### src/rtl/time_pkg.sv
// Shared BCD time types, range constants and two-digit BCD helpers
// for the time-of-day counter.
package time_pkg;

  typedef logic [3:0] bcd_t;

  typedef struct packed {
    bcd_t h2;
    bcd_t h1;
    bcd_t m2;
    bcd_t m1;
    bcd_t s2;
    bcd_t s1;
  } hhmmss_t;

  localparam int SEC_LAST     = 59;
  localparam int MIN_LAST     = 59;
  localparam int HOUR24_LAST  = 23;
  localparam int HOUR12_FIRST = 1;
  localparam int HOUR12_LAST  = 12;

  function automatic logic [7:0] bcd2_of(int n);
    return {4'(n / 10), 4'(n % 10)};
  endfunction

  function automatic logic [7:0] bcd2_inc(logic [7:0] v);
    if (v[3:0] == 4'd9) return {v[7:4] + 4'd1, 4'd0};
    return {v[7:4], v[3:0] + 4'd1};
  endfunction

  function automatic logic [7:0] bcd2_dec(logic [7:0] v);
    if (v[3:0] == 4'd0) return {v[7:4] - 4'd1, 4'd9};
    return {v[7:4], v[3:0] - 4'd1};
  endfunction

endpackage

### src/rtl/bcd_mod_counter.sv
// Two-digit BCD counter wrapping FIRST..LAST with load,
// and carry/borrow flags on the wrapping step.
module bcd_mod_counter
  import time_pkg::*;
#(
  parameter int FIRST = 0,
  parameter int LAST  = 59
) (
  input  logic       clk_i,
  input  logic       rst_i,
  input  logic       load_i,
  input  logic [7:0] load_val_i,
  input  logic       inc_i,
  input  logic       dec_i,
  output logic [7:0] q_o,
  output logic       carry_o,
  output logic       borrow_o
);

  localparam logic [7:0] FIRST_BCD = bcd2_of(FIRST);
  localparam logic [7:0] LAST_BCD  = bcd2_of(LAST);

  logic [7:0] cnt_q, cnt_d;
  logic       up, dn;

  // Opposing requests in one cycle cancel out
  assign up = inc_i & ~dec_i;
  assign dn = dec_i & ~inc_i;

  assign carry_o  = up & (cnt_q == LAST_BCD);
  assign borrow_o = dn & (cnt_q == FIRST_BCD);
  assign q_o      = cnt_q;

  always_comb begin
    cnt_d = cnt_q;
    if (load_i) begin
      cnt_d = load_val_i;
    end else if (up) begin
      cnt_d = (cnt_q == LAST_BCD) ? FIRST_BCD : bcd2_inc(cnt_q);
    end else if (dn) begin
      cnt_d = (cnt_q == FIRST_BCD) ? LAST_BCD : bcd2_dec(cnt_q);
    end
  end

  always_ff @(posedge clk_i or posedge rst_i) begin
    if (rst_i) cnt_q <= FIRST_BCD;
    else       cnt_q <= cnt_d;
  end

endmodule

### src/rtl/time_of_day_counter.sv
// BCD time-of-day counter: prescaler, 12h/24h, adjust, validated load.
// Optional alarm comparator enabled by WALLCLK_ALARM_EN.
module time_of_day_counter
  import time_pkg::*;
#(
  parameter int DIV      = 100000000,
  parameter int MODE_24H = 1
) (
  input  logic        CLK100MHZ,
  input  logic        RESET_BTN,
  input  logic        EN,
  input  logic        INC_MIN,
  input  logic        DEC_MIN,
  input  logic        INC_HOUR,
  input  logic        DEC_HOUR,
  input  logic        LOAD,
  input  logic [23:0] LOAD_TIME,
  input  logic        LOAD_PM,
  output logic [23:0] TIME,
  output logic        PM,
  output logic        SEC_TICK,
  output logic        MIN_WRAP,
  output logic        DAY_WRAP,
  output logic        LOAD_ERR
`ifdef WALLCLK_ALARM_EN
  ,
  input  logic [15:0] ALARM_TIME,
  input  logic        ALARM_PM,
  input  logic        ALARM_ARM,
  input  logic        ALARM_ACK,
  output logic        ALARM
`endif
);

  localparam int         CW        = $clog2(DIV);
  localparam logic [CW-1:0] CNT_LAST = CW'(DIV - 1);
  localparam logic [7:0] H24_LAST  = bcd2_of(HOUR24_LAST);
  localparam logic [7:0] H12_FIRST = bcd2_of(HOUR12_FIRST);
  localparam logic [7:0] H12_LAST  = bcd2_of(HOUR12_LAST);
  localparam logic [7:0] H12_PRE   = bcd2_of(HOUR12_LAST - 1);
  localparam logic [7:0] H_RST     = (MODE_24H != 0) ? 8'h00 : H12_LAST;

  hhmmss_t       ld;
  logic [7:0]    ld_hr;
  logic          ld_dig_ok, ld_hr_ok, ld_valid, load_ok;
  logic          adj, tick_raw, tick_go;
  logic [CW-1:0] cnt_q, cnt_d;
  logic          pend_q, pend_d;
  logic [7:0]    sec_q, min_q;
  logic          sec_carry, sec_borrow, min_carry, min_borrow;
  logic          min_inc, min_dec;
  logic [7:0]    h_q, h_d;
  logic          pm_q, pm_d;
  logic          h_up, h_dn;
  logic          dw_d;
  logic          st_q, mw_q, dw_q, le_q;
  logic          unused_ok;

  assign ld    = hhmmss_t'(LOAD_TIME);
  assign ld_hr = {ld.h2, ld.h1};

  assign ld_dig_ok = (ld.h1 <= 4'd9) & (ld.m1 <= 4'd9) & (ld.s1 <= 4'd9)
                   & (ld.m2 <= 4'd5) & (ld.s2 <= 4'd5);
  // With h1 <= 9, packed BCD compares in numeric order
  assign ld_hr_ok  = (MODE_24H != 0) ? (ld_hr <= H24_LAST)
                   : ((ld_hr >= H12_FIRST) & (ld_hr <= H12_LAST));
  assign ld_valid  = ld_dig_ok & ld_hr_ok;
  assign load_ok   = LOAD & ld_valid;

  assign adj      = INC_MIN | DEC_MIN | INC_HOUR | DEC_HOUR;
  assign tick_raw = EN & (cnt_q == CNT_LAST);
  assign tick_go  = ~LOAD & ~adj & (tick_raw | pend_q);

  always_comb begin
    cnt_d = cnt_q;
    if (load_ok)   cnt_d = '0;
    else if (EN)   cnt_d = (cnt_q == CNT_LAST) ? '0 : cnt_q + 1'b1;
  end

  // A tick blocked by an adjust waits; one blocked by LOAD is dropped
  always_comb begin
    pend_d = 1'b0;
    if (LOAD)     pend_d = load_ok ? 1'b0 : pend_q;
    else if (adj) pend_d = pend_q | tick_raw;
  end

  assign min_inc = (~LOAD & INC_MIN) | (tick_go & sec_carry);
  assign min_dec = ~LOAD & DEC_MIN;

  bcd_mod_counter #(.FIRST(0), .LAST(SEC_LAST)) u_sec (
    .clk_i      (CLK100MHZ),
    .rst_i      (RESET_BTN),
    .load_i     (load_ok),
    .load_val_i ({ld.s2, ld.s1}),
    .inc_i      (tick_go),
    .dec_i      (1'b0),
    .q_o        (sec_q),
    .carry_o    (sec_carry),
    .borrow_o   (sec_borrow)
  );

  bcd_mod_counter #(.FIRST(0), .LAST(MIN_LAST)) u_min (
    .clk_i      (CLK100MHZ),
    .rst_i      (RESET_BTN),
    .load_i     (load_ok),
    .load_val_i ({ld.m2, ld.m1}),
    .inc_i      (min_inc),
    .dec_i      (min_dec),
    .q_o        (min_q),
    .carry_o    (min_carry),
    .borrow_o   (min_borrow)
  );

  assign unused_ok = ^{sec_borrow, min_borrow};

  assign h_up = (~LOAD & INC_HOUR & ~DEC_HOUR) | (tick_go & min_carry);
  assign h_dn = ~LOAD & DEC_HOUR & ~INC_HOUR;

  always_comb begin
    h_d  = h_q;
    pm_d = pm_q;
    dw_d = 1'b0;
    if (load_ok) begin
      h_d  = ld_hr;
      pm_d = (MODE_24H != 0) ? 1'b0 : LOAD_PM;
    end else if (h_up) begin
      if (MODE_24H != 0) begin
        if (h_q == H24_LAST) begin
          h_d  = 8'h00;
          dw_d = tick_go;
        end else begin
          h_d = bcd2_inc(h_q);
        end
      end else if (h_q == H12_LAST) begin
        h_d = H12_FIRST;
      end else if (h_q == H12_PRE) begin
        h_d  = H12_LAST;
        pm_d = ~pm_q;
        dw_d = tick_go & pm_q;
      end else begin
        h_d = bcd2_inc(h_q);
      end
    end else if (h_dn) begin
      if (MODE_24H != 0) begin
        h_d = (h_q == 8'h00) ? H24_LAST : bcd2_dec(h_q);
      end else if (h_q == H12_FIRST) begin
        h_d = H12_LAST;
      end else if (h_q == H12_LAST) begin
        h_d  = H12_PRE;
        pm_d = ~pm_q;
      end else begin
        h_d = bcd2_dec(h_q);
      end
    end
  end

  always_ff @(posedge CLK100MHZ or posedge RESET_BTN) begin
    if (RESET_BTN) begin
      cnt_q  <= '0;
      pend_q <= 1'b0;
      h_q    <= H_RST;
      pm_q   <= 1'b0;
      st_q   <= 1'b0;
      mw_q   <= 1'b0;
      dw_q   <= 1'b0;
      le_q   <= 1'b0;
    end else begin
      cnt_q  <= cnt_d;
      pend_q <= pend_d;
      h_q    <= h_d;
      pm_q   <= pm_d;
      st_q   <= tick_go;
      mw_q   <= tick_go & sec_carry;
      dw_q   <= dw_d;
      le_q   <= LOAD & ~ld_valid;
    end
  end

  assign TIME     = {h_q, min_q, sec_q};
  assign PM       = (MODE_24H != 0) ? 1'b0 : pm_q;
  assign SEC_TICK = st_q;
  assign MIN_WRAP = mw_q;
  assign DAY_WRAP = dw_q;
  assign LOAD_ERR = le_q;

`ifdef WALLCLK_ALARM_EN
  logic alarm_q, alarm_d, al_hit;

  // st_q marks that the time now showing came from a tick
  assign al_hit = st_q & (TIME == {ALARM_TIME, 8'h00})
                & ((MODE_24H != 0) | (pm_q == ALARM_PM));

  always_comb begin
    alarm_d = alarm_q;
    if (ALARM_ACK | ~ALARM_ARM) alarm_d = 1'b0;
    else if (al_hit)            alarm_d = 1'b1;
  end

  always_ff @(posedge CLK100MHZ or posedge RESET_BTN) begin
    if (RESET_BTN) alarm_q <= 1'b0;
    else           alarm_q <= alarm_d;
  end

  assign ALARM = alarm_q;
`endif

endmodule

### config.mk
export PLATFORM = sky130hd
export DESIGN_NAME = time_of_day_counter
export DESIGN_NICKNAME = d
export VERILOG_FILES = /design/src/rtl/time_pkg.sv /design/src/rtl/bcd_mod_counter.sv /design/src/rtl/time_of_day_counter.sv
export SDC_FILE = /design/constraint.sdc
export NUM_CORES = 1
export LEC_CHECK = 0
export BUFFER_PORTS_ARGS = -buffer_cell sky130_fd_sc_hd__buf_4
export CAP_MARGIN = 20
export CELL_PAD_IN_SITES_DETAIL_PLACEMENT = 0
export CELL_PAD_IN_SITES_GLOBAL_PLACEMENT = 1
export CORE_MARGIN = 2
export CORE_UTILIZATION = 43
export CTS_BUF_LIST = sky130_fd_sc_hd__clkbuf_8
export CTS_CLUSTER_DIAMETER = 100
export DETAILED_ROUTE_END_ITERATION = 10
export GPL_TIMING_DRIVEN = 0
export PLACE_DENSITY_LB_ADDON = 0.05
export SLEW_MARGIN = 10
export SYNTH_ARGS = -nofsm -noshare
export SYNTH_HDL_FRONTEND = slang
export SYNTH_SLANG_ARGS = --single-unit
export TNS_END_PERCENT = 30
### constraint.sdc
create_clock -name CLK100MHZ -period 3.14 [get_ports CLK100MHZ]
set_clock_uncertainty 0.05 [all_clocks]
set_input_delay 0.157 -clock CLK100MHZ [delete_from_list [all_inputs] [get_ports CLK100MHZ]]
set_output_delay 0.157 -clock CLK100MHZ [all_outputs]
set_load 0.01 [all_outputs]
==> results of run 1 <==
[how the worst max path moves through the flow]
stage,start,end,slack (ns),cells after the start
CTS,cnt_q[16],h_q[5],0.28,9
global placement,LOAD_TIME[15],cnt_q[15],0.06,9
global route,cnt_q[0],cnt_q[14],0.05,9
finish,cnt_q[19],h_q[6],0.29,7
floorplan,cnt_q[19],h_q[6],0.74,7
detailed placement,LOAD_TIME[15],cnt_q[19],0.08,9
[cell families (layout without fill, tap and decap cells)]
| group | count (synthesis) | in the layout | synth area share, % |
|---|---|---|---|
| AND/OR/NAND/NOR | 199 | 199 | 26.7 |
| AO/OA/AOI/OAI | 111 | 111 | 19.5 |
| flip-flops | 56 | 56 | 37.8 |
| buffers and inverters | 41 | 109 | 4.32 |
| XOR/XNOR | 22 | 22 | 5.20 |
| adder cells (fa/ha/maj) | 15 | 15 | 5.07 |
| multiplexers | 5 | 5 | 1.35 |
| other | 1 | 1 | 0.101 |
[synthesized netlist by cell type, drive strengths merged, types with 2 or more instances]
library cell / count / area, sq um
nand3: 20 / 100
inv: 21 / 78.8
nor3b: 2 / 15.0
or3: 7 / 43.8
nor2: 55 / 206
ha: 15 / 188
nor4bb: 2 / 20.0
a311oi: 3 / 26.3
nand2b: 3 / 18.8
a21oi: 25 / 125
o22ai: 7 / 43.8
a21o: 2 / 15.0
o31a: 3 / 26.3
nand4: 9 / 56.3
a31oi: 11 / 68.8
nor2b: 5 / 31.3
buf: 4 / 20.0
o2bb2a: 2 / 20.0
nor4b: 3 / 32.5
and2: 2 / 12.5
nand4b: 2 / 17.5
nor3: 21 / 105
o21ai: 33 / 165
xor2: 17 / 149
nand3b: 5 / 37.5
and3: 6 / 37.5
o2111ai: 2 / 17.5
mux2i: 5 / 50.1
a221oi: 6 / 52.6
nor4: 4 / 25.0
o21a: 2 / 15.0
nand2: 46 / 173
dfrtp: 56 / 1400
xnor2: 5 / 43.8
clkbuf: 16 / 61.3
a22o: 2 / 17.5
o31ai: 4 / 30.0
and4: 3 / 26.3
or2: 2 / 12.5
[state kept, by name, indices dropped and copies added, names as in the netlist]
register   count
cnt_q         27
SEC_TICK       1
MIN_WRAP       1
LOAD_ERR       1
u_min.q_o      8
u_sec.q_o      8
pend_q         1
DAY_WRAP       1
h_q            8
[worst reg2reg max path, stage by stage (launching register included)]
cell and delay (ns):
dfrtp_1 0.42, nand4b_1 0.22, nor4b_2 0.37, a31oi_1 0.23, o31a_1 0.46, o41ai_4 0.51, a21oi_1 0.11, or3_1 0.37
[placed cells by master, fill, tap and decap left out, drive strengths merged, types with 5 or more instances in the layout]
cell,netlist,layout
clkbuf,16,21
a221oi,6,6
and3,6,6
nand2,46,46
mux2i,5,5
o21ai,33,33
nor3,21,21
dfrtp,56,56
a31oi,11,11
nor2b,5,5
a21oi,25,25
buf,4,62
nand3b,5,5
xor2,17,17
o22ai,7,7
or3,7,7
inv,21,23
nor2,55,55
ha,15,15
nand3,20,20
xnor2,5,5
nand4,9,9
[per-layer routing]
metal / track usage [%] / wire [um] / vias up
met5: 0 / 0 / -
met4: 5.42 / 161 / 0
met3: 3.03 / 463 / 14
met2: 36.0 / 4780 / 107
met1: 31.3 / 4800 / 1697
li1: - / - / 1754
[report_power, final]
group / leakage (nW) / switching (mW) / total (mW) / internal, mW
clock network: 0.0599 / 0.265 / 0.504 / 0.239
logic: 1.15 / 0.615 / 1.11 / 0.494
registers: 0.724 / 0.177 / 1.03 / 0.858
total: 1.94 / 1.06 / 2.65 / 1.59
[layout make-up]
type | instances | area share (%)
Clock inverter | 3 | 0.965
Inverter | 21 | 1.84
Tap cell | 105 | 2.98
Multi-Input combinational cell | 353 | 48.7
Clock buffer | 5 | 1.56
Timing Repair Buffer | 60 | 10.3
Buffer | 20 | 1.84
Sequential cell | 56 | 31.8
[repair_timing]
action / 4_1_cts / 5_1_grt
hold endpoints to repair: 57 / 0
setup buffers: 0 / 0
hold buffers: 2 / 0
==> impl_results.md, run 1 <==
* # diodes at 0
* Final setup fails at 0
* Least-Margin Pin Slew at 0.763 ns
* Max Clk Rate at 351 MHz
* Multi-input gate area at between 2000 and 2500 sq um
* Syn_area_per_cell at 8.23 sq um
* Flop2flop setup slack at 0.29 ns
* Clock-pin slew on the worst setup and hold paths at between 0.1 and 0.15 ns
* Slowest-stage cell, CP: o41ai_4
* CTS tree: done
* Post-synth EDFFs at 0
* Row count at 33
* Area of placed instances at 4270 sq um
* Die span in x at about 97 um
* First-pass GRT wire length at 17.4 mm
* Post-DRT Antenna Nets at 0
* Cts repair resizes at 0
* Setup TNS at 0 ns
* Area Overhead vs Synth at 19.1%
* CP top delay family: compound AO/OA/AOI/OAI gates
* Worst Setup Path Type: flop to flop
* Max H-tree Level at 2
* Final nets at approximately 570
* CTS Buffer Depth at 2
* Startpoint types: flop
* Worst r2r src: cnt_q[19]
* Area of the core at 8300 sq um
* Ratio of cells with drive above 1 in the final layout at 14.5%
* # IOs at 62
* Outcome: finished, final reports clean
* Tot GR Track Use at between 20% and 30%
* Crit share post-route at between 90% and 100%
* I/O Buffers at a little under 60
* GPL Wtd Cong at 0.875
* Hold endpoint: u_sec.q_o[2]
* Skew-Pair Late Insertion Delay at approximately 0.32 ns
* Min-delay src: LOAD_TIME[2]
* Critical Path Max Stage Delay at 0.51 ns
* Final core utilization at 53.1%
* Clock Tree Root: clkbuf_8
* Cell leakage power at 1.94 nW
* WP buf/inv at 0
* Power Dens Cells at ~600 nW/um^2
* Dpl ws at 0.0819 ns
* CP arrival at roughly 3.0 ns
* # fillers at approximately 800
* Design area at 4410 sq um
* DRC viols at 0
* Die H at 96.8 um
* Vias in the first global route at 3426
* Synthesized flop and latch total at 56
* Vias per Instance at 5.73
* Synth warn at 0
* Final min period at 2.85 ns
* Worst vdd ir at 0.000237 V
* GRT overflow at 0
* Num CTS Buffers at 5
* DR iter-0 viols at 264
* Unrepaired setup endpoints after global routing: no
* Final Hold Fails at 0
* Worst hold path cell count at 3
* Syn Nets at 498
* Async SR Flop Fraction at 100%
* First-pass DRT Iterations at 5
* Fin. max-slew vios at 0
* Initial Utilization at 44.6%
* Reg2Reg Depth at 7
* Crit-path cells: nand4b_1 -> nor4b_2 -> a31oi_1 -> o31a_1 -> o41ai_4 -> a21oi_1 -> or3_1
* Top_reg_cell synth: dfrtp_1
* HPWL after DPL at 7.51 mm
* Synth cell types at 56
* Die area at 9370 sq um
* Total power at roughly 2.6 mW
* Initial antenna violation count at 0
* Total Wirelength at 10.2 mm
* Post-Syn Area at 3700 sq um
* Inst Count DP at 613
* Worst EP required at 3.30 ns
* FF+latch area at 1400 sq um
* Worst hold slack at roughly 0.019 ns
* Routed len/inst at 16.4 um
* Max-slew headroom at approximately 49%
* Routed vias at 3572
* Final Instance Count excl. Fillers at approximately 620
* Register area share after synthesis at 37.8%
* Hold WC Path Type: input pin to flop
* Largest net degree at the start of global routing at 57
* Syn Inst Count at 450
* Clock sinks at 56
* Setup WS post-layout at 0.294 ns
* Worst R2R End: h_q[6]
* Worst setup EP type: flop
* Worst-path fanout max at 8
* Max-Cap Viols at 0
No activity file was read; power rests on OpenSTA's default activity.
==> run 2, diff against run 1 <==
Settings changed: CORE_UTILIZATION 43 to 45, SYNTH_HIERARCHICAL set to 1.
==> impl_results.md, run 2 <==
* Final min period at 3.90 ns (+1.06 ns)
* DRC viols at 0 (unchanged)
* CP arrival at 4.07 ns (+1.07 ns)
* Initial antenna violation count at 0 (unchanged)
* Worst setup EP type: flop
* Final nets at 654 (+16%)
* Vias in the first global route at 3873 (+13%)
* Worst hold path cell count at 3 (unchanged)
* Commonest cells after routing, fill and taps aside: buf_4, nor2_1, dfrtp_1, nand2_1, o21ai_0
* First-pass GRT wire length at 18.6 mm (+7.4%)
* Crit path depth at 19 (+12)
* Post-Syn Area at 4200 sq um (+13%)
* Most common cell after layout, fill and taps aside: buf_4
* Die area at 10100 sq um (+8.0%)
* Crit path top cell by count: and2_4
* Syn_area_per_cell at 8.37 sq um (+1.7%)
* Routed vias at 4036 (+13%)
* Clock-pin slew on the worst setup and hold paths at 0.13 ns (+0.02 ns)
* Die span in x at 101 um (+3.9%)
* HPWL after DPL at 7.88 mm (+5.0%)
* Area of the core at 9150 sq um (+10%)
* Final Hold Fails at 0 (unchanged)
* Crit share post-route at 124% (+34 points)
* Max reg flops at 27 (unchanged)
* Worst-path fanout max at 5 (-3)
* Post-DRT Antenna Nets at 0 (unchanged)
* Max-slew headroom at 47.4% (-1.7 points)
* Power Dens Cells at 592 nW/um^2 (-1.4%)
* Initial Utilization at 45.9% (+1.3 points)
* Met2 Track Usage GR at 38.3% (+2.3 points)
* Least-Margin Pin Slew at 0.787 ns (+0.0243 ns)
* GRT met3 Usage at 2.77% (-0.26 points)
* Crit-path cells: nand2_2 -> or3_4 -> nor3_4 -> a21oi_2 -> nor2b_2 -> nor2b_1 -> buf_4 -> and2_4 -> and3_4 -> and2_4 -> a21o_1 -> nor2b_4 -> and2_4 -> and3_4 -> nand3_4 -> o21ai_4 -> mux2i_4 -> a2111oi_4 -> a211o_1
* Cell leakage power at 2.35 nW (+21%)
* CTS Buffer Depth at 2 (unchanged)
* Ratio of cells with drive above 1 in the final layout at 25.9% (+11 points)
* Worst hold slack at 0.00541 ns (-0.0137 ns)
* Fin. max-slew vios at 0 (unchanged)
* Final setup fails at 15 (+15)
* Vias per Instance at 5.66 (-1.3%)
* Reg2Reg Depth at 19 (+12)
* Skew-Pair Late Insertion Delay at 0.33 ns (about the same)
* Num CTS Buffers at 5 (unchanged)
* Area Overhead vs Synth at 27.9%
* Max-Cap Viols at 0 (unchanged)
* Clock sinks at 56 (unchanged)
* Slowest-stage cell, CP: or3_4
* Max H-tree Level at 2 (unchanged)
* # diodes at 0 (unchanged)
* WP buf/inv at 1 (+1)
* GPL Wtd Cong at 0.833 (-4.8%)
* Outcome: finished, violations left
* Final core utilization at 58.7% (+5.6 points)
* Setup WS post-layout at -0.762 ns (-1.06 ns)
* Clock Tree Root: clkbuf_8
* Total power at 3.18 mW (+20%)
* Area of placed instances at 4840 sq um (+13%)
* CTS tree: done
* # IOs at 62 (unchanged)
* Worst EP required at 3.31 ns (about the same)
* Tot GR Track Use at 22.6% (+0.45 points)
* First-pass DRT Iterations at 6 (+1)
* Worst Setup Path Type: flop to flop
* Failing checks: negative setup slack
* Largest net degree at the start of global routing at 27 (-53%)
* DR iter-0 viols at 219 (-17%)
* Critical Path Max Stage Delay at 0.41 ns (-0.10 ns)
* Routed len/inst at 15.6 um (-4.8%)
* Syn Inst Count at 502 (+12%)
* Total Wirelength at 11.1 mm (+8.9%)
* Max Clk Rate at 256 MHz (-27%)
* GRT overflow at 0 (unchanged)
* Hold WC Path Type: input pin to flop
* Startpoint types: flop
* Design area at 5370 sq um (+22%)
* Gr busiest metal: met2
* Met1 usage at 31.4% (+0.12 points)
* Die H at 101 um (+3.9%)
* Unrepaired setup endpoints after global routing: yes
* I/O Buffers at 59 (+1.7%)
* Most flops, register: cnt_q
* CP top delay family: simple AND/OR/NAND/NOR gates
* Worst vdd ir at 0.000363 V (+53%)
* Row count at 35 (+6.1%)
* Synth warn at 6 (+6)
## run 2: routing by layer
layer  vias to the layer above  part of all wire, %
li1                       2015                    -
met1                      1951                   48
met2                        64                   49
met3                         6                  2.5
met4                         0                 0.70
met5                         -                    0
## run 2: layout make-up
cell class                 count  area, sq um
inverter                      26         97.6
clock inverter                 3         90.1
clock buffer                   5         68.8
timing repair buffer          92          714
tap                          111          139
fill                         838         3780
multi-input combinational    400         2740
sequential                    56         1410
buffer                        20          121
## run 2: worst register-to-register path: stages (launching register included)
cell	delay (ns)
dfrtp_1	0.40
nand2_2	0.09
or3_4	0.41
nor3_4	0.24
a21oi_2	0.09
nor2b_2	0.14
nor2b_1	0.14
buf_4	0.12
and2_4	0.14
and3_4	0.16
and2_4	0.13
a21o_1	0.11
nor2b_4	0.16
and2_4	0.15
and3_4	0.22
nand3_4	0.09
o21ai_4	0.25
mux2i_4	0.34
a2111oi_4	0.10
a211o_1	0.27
## run 2: where the power goes
| part | internal, mW | switching, mW | leakage [nW] |
|---|---|---|---|
| logic | 0.668 | 0.710 | 1.56 |
| clock network | 0.399 | 0.271 | 0.0784 |
| registers | 0.884 | 0.248 | 0.704 |
## run 2: metrics by stage
step / TNS, ns / setup slack, ns / instances
after global routing: -11.57 / -1.00 / 713
after CTS: -7.37 / -0.787 / 707
after global placement: -21.43 / -1.78 / 674
after floorplan: -7.59 / -0.963 / 504
final: -5.87 / -0.762 / 713
after detailed placement: -21.13 / -1.78 / 675
## run 2: final timing paths
kind,start,end,slack [ns]
setup / recovery,cnt_q[15],h_q[6],-0.76
hold reg to reg,cnt_q[7],cnt_q[7],0.51
setup reg to reg,cnt_q[15],h_q[6],-0.76
max in group asynchronous,RESET_BTN,cnt_q[12],2.24
min in group asynchronous,RESET_BTN,cnt_q[5],0.32
hold / removal,LOAD_TIME[12],u_min/q_o[4],0.005
## run 2: timing repair
action / CTS / global route
endpoints found under the setup margin: 19 / 28
resized for setup: 27 / 12
hold buffers: 3 / 0
pin swaps: 7 / 9
hold endpoints to repair: 32 / 0
setup buffers: 21 / 8
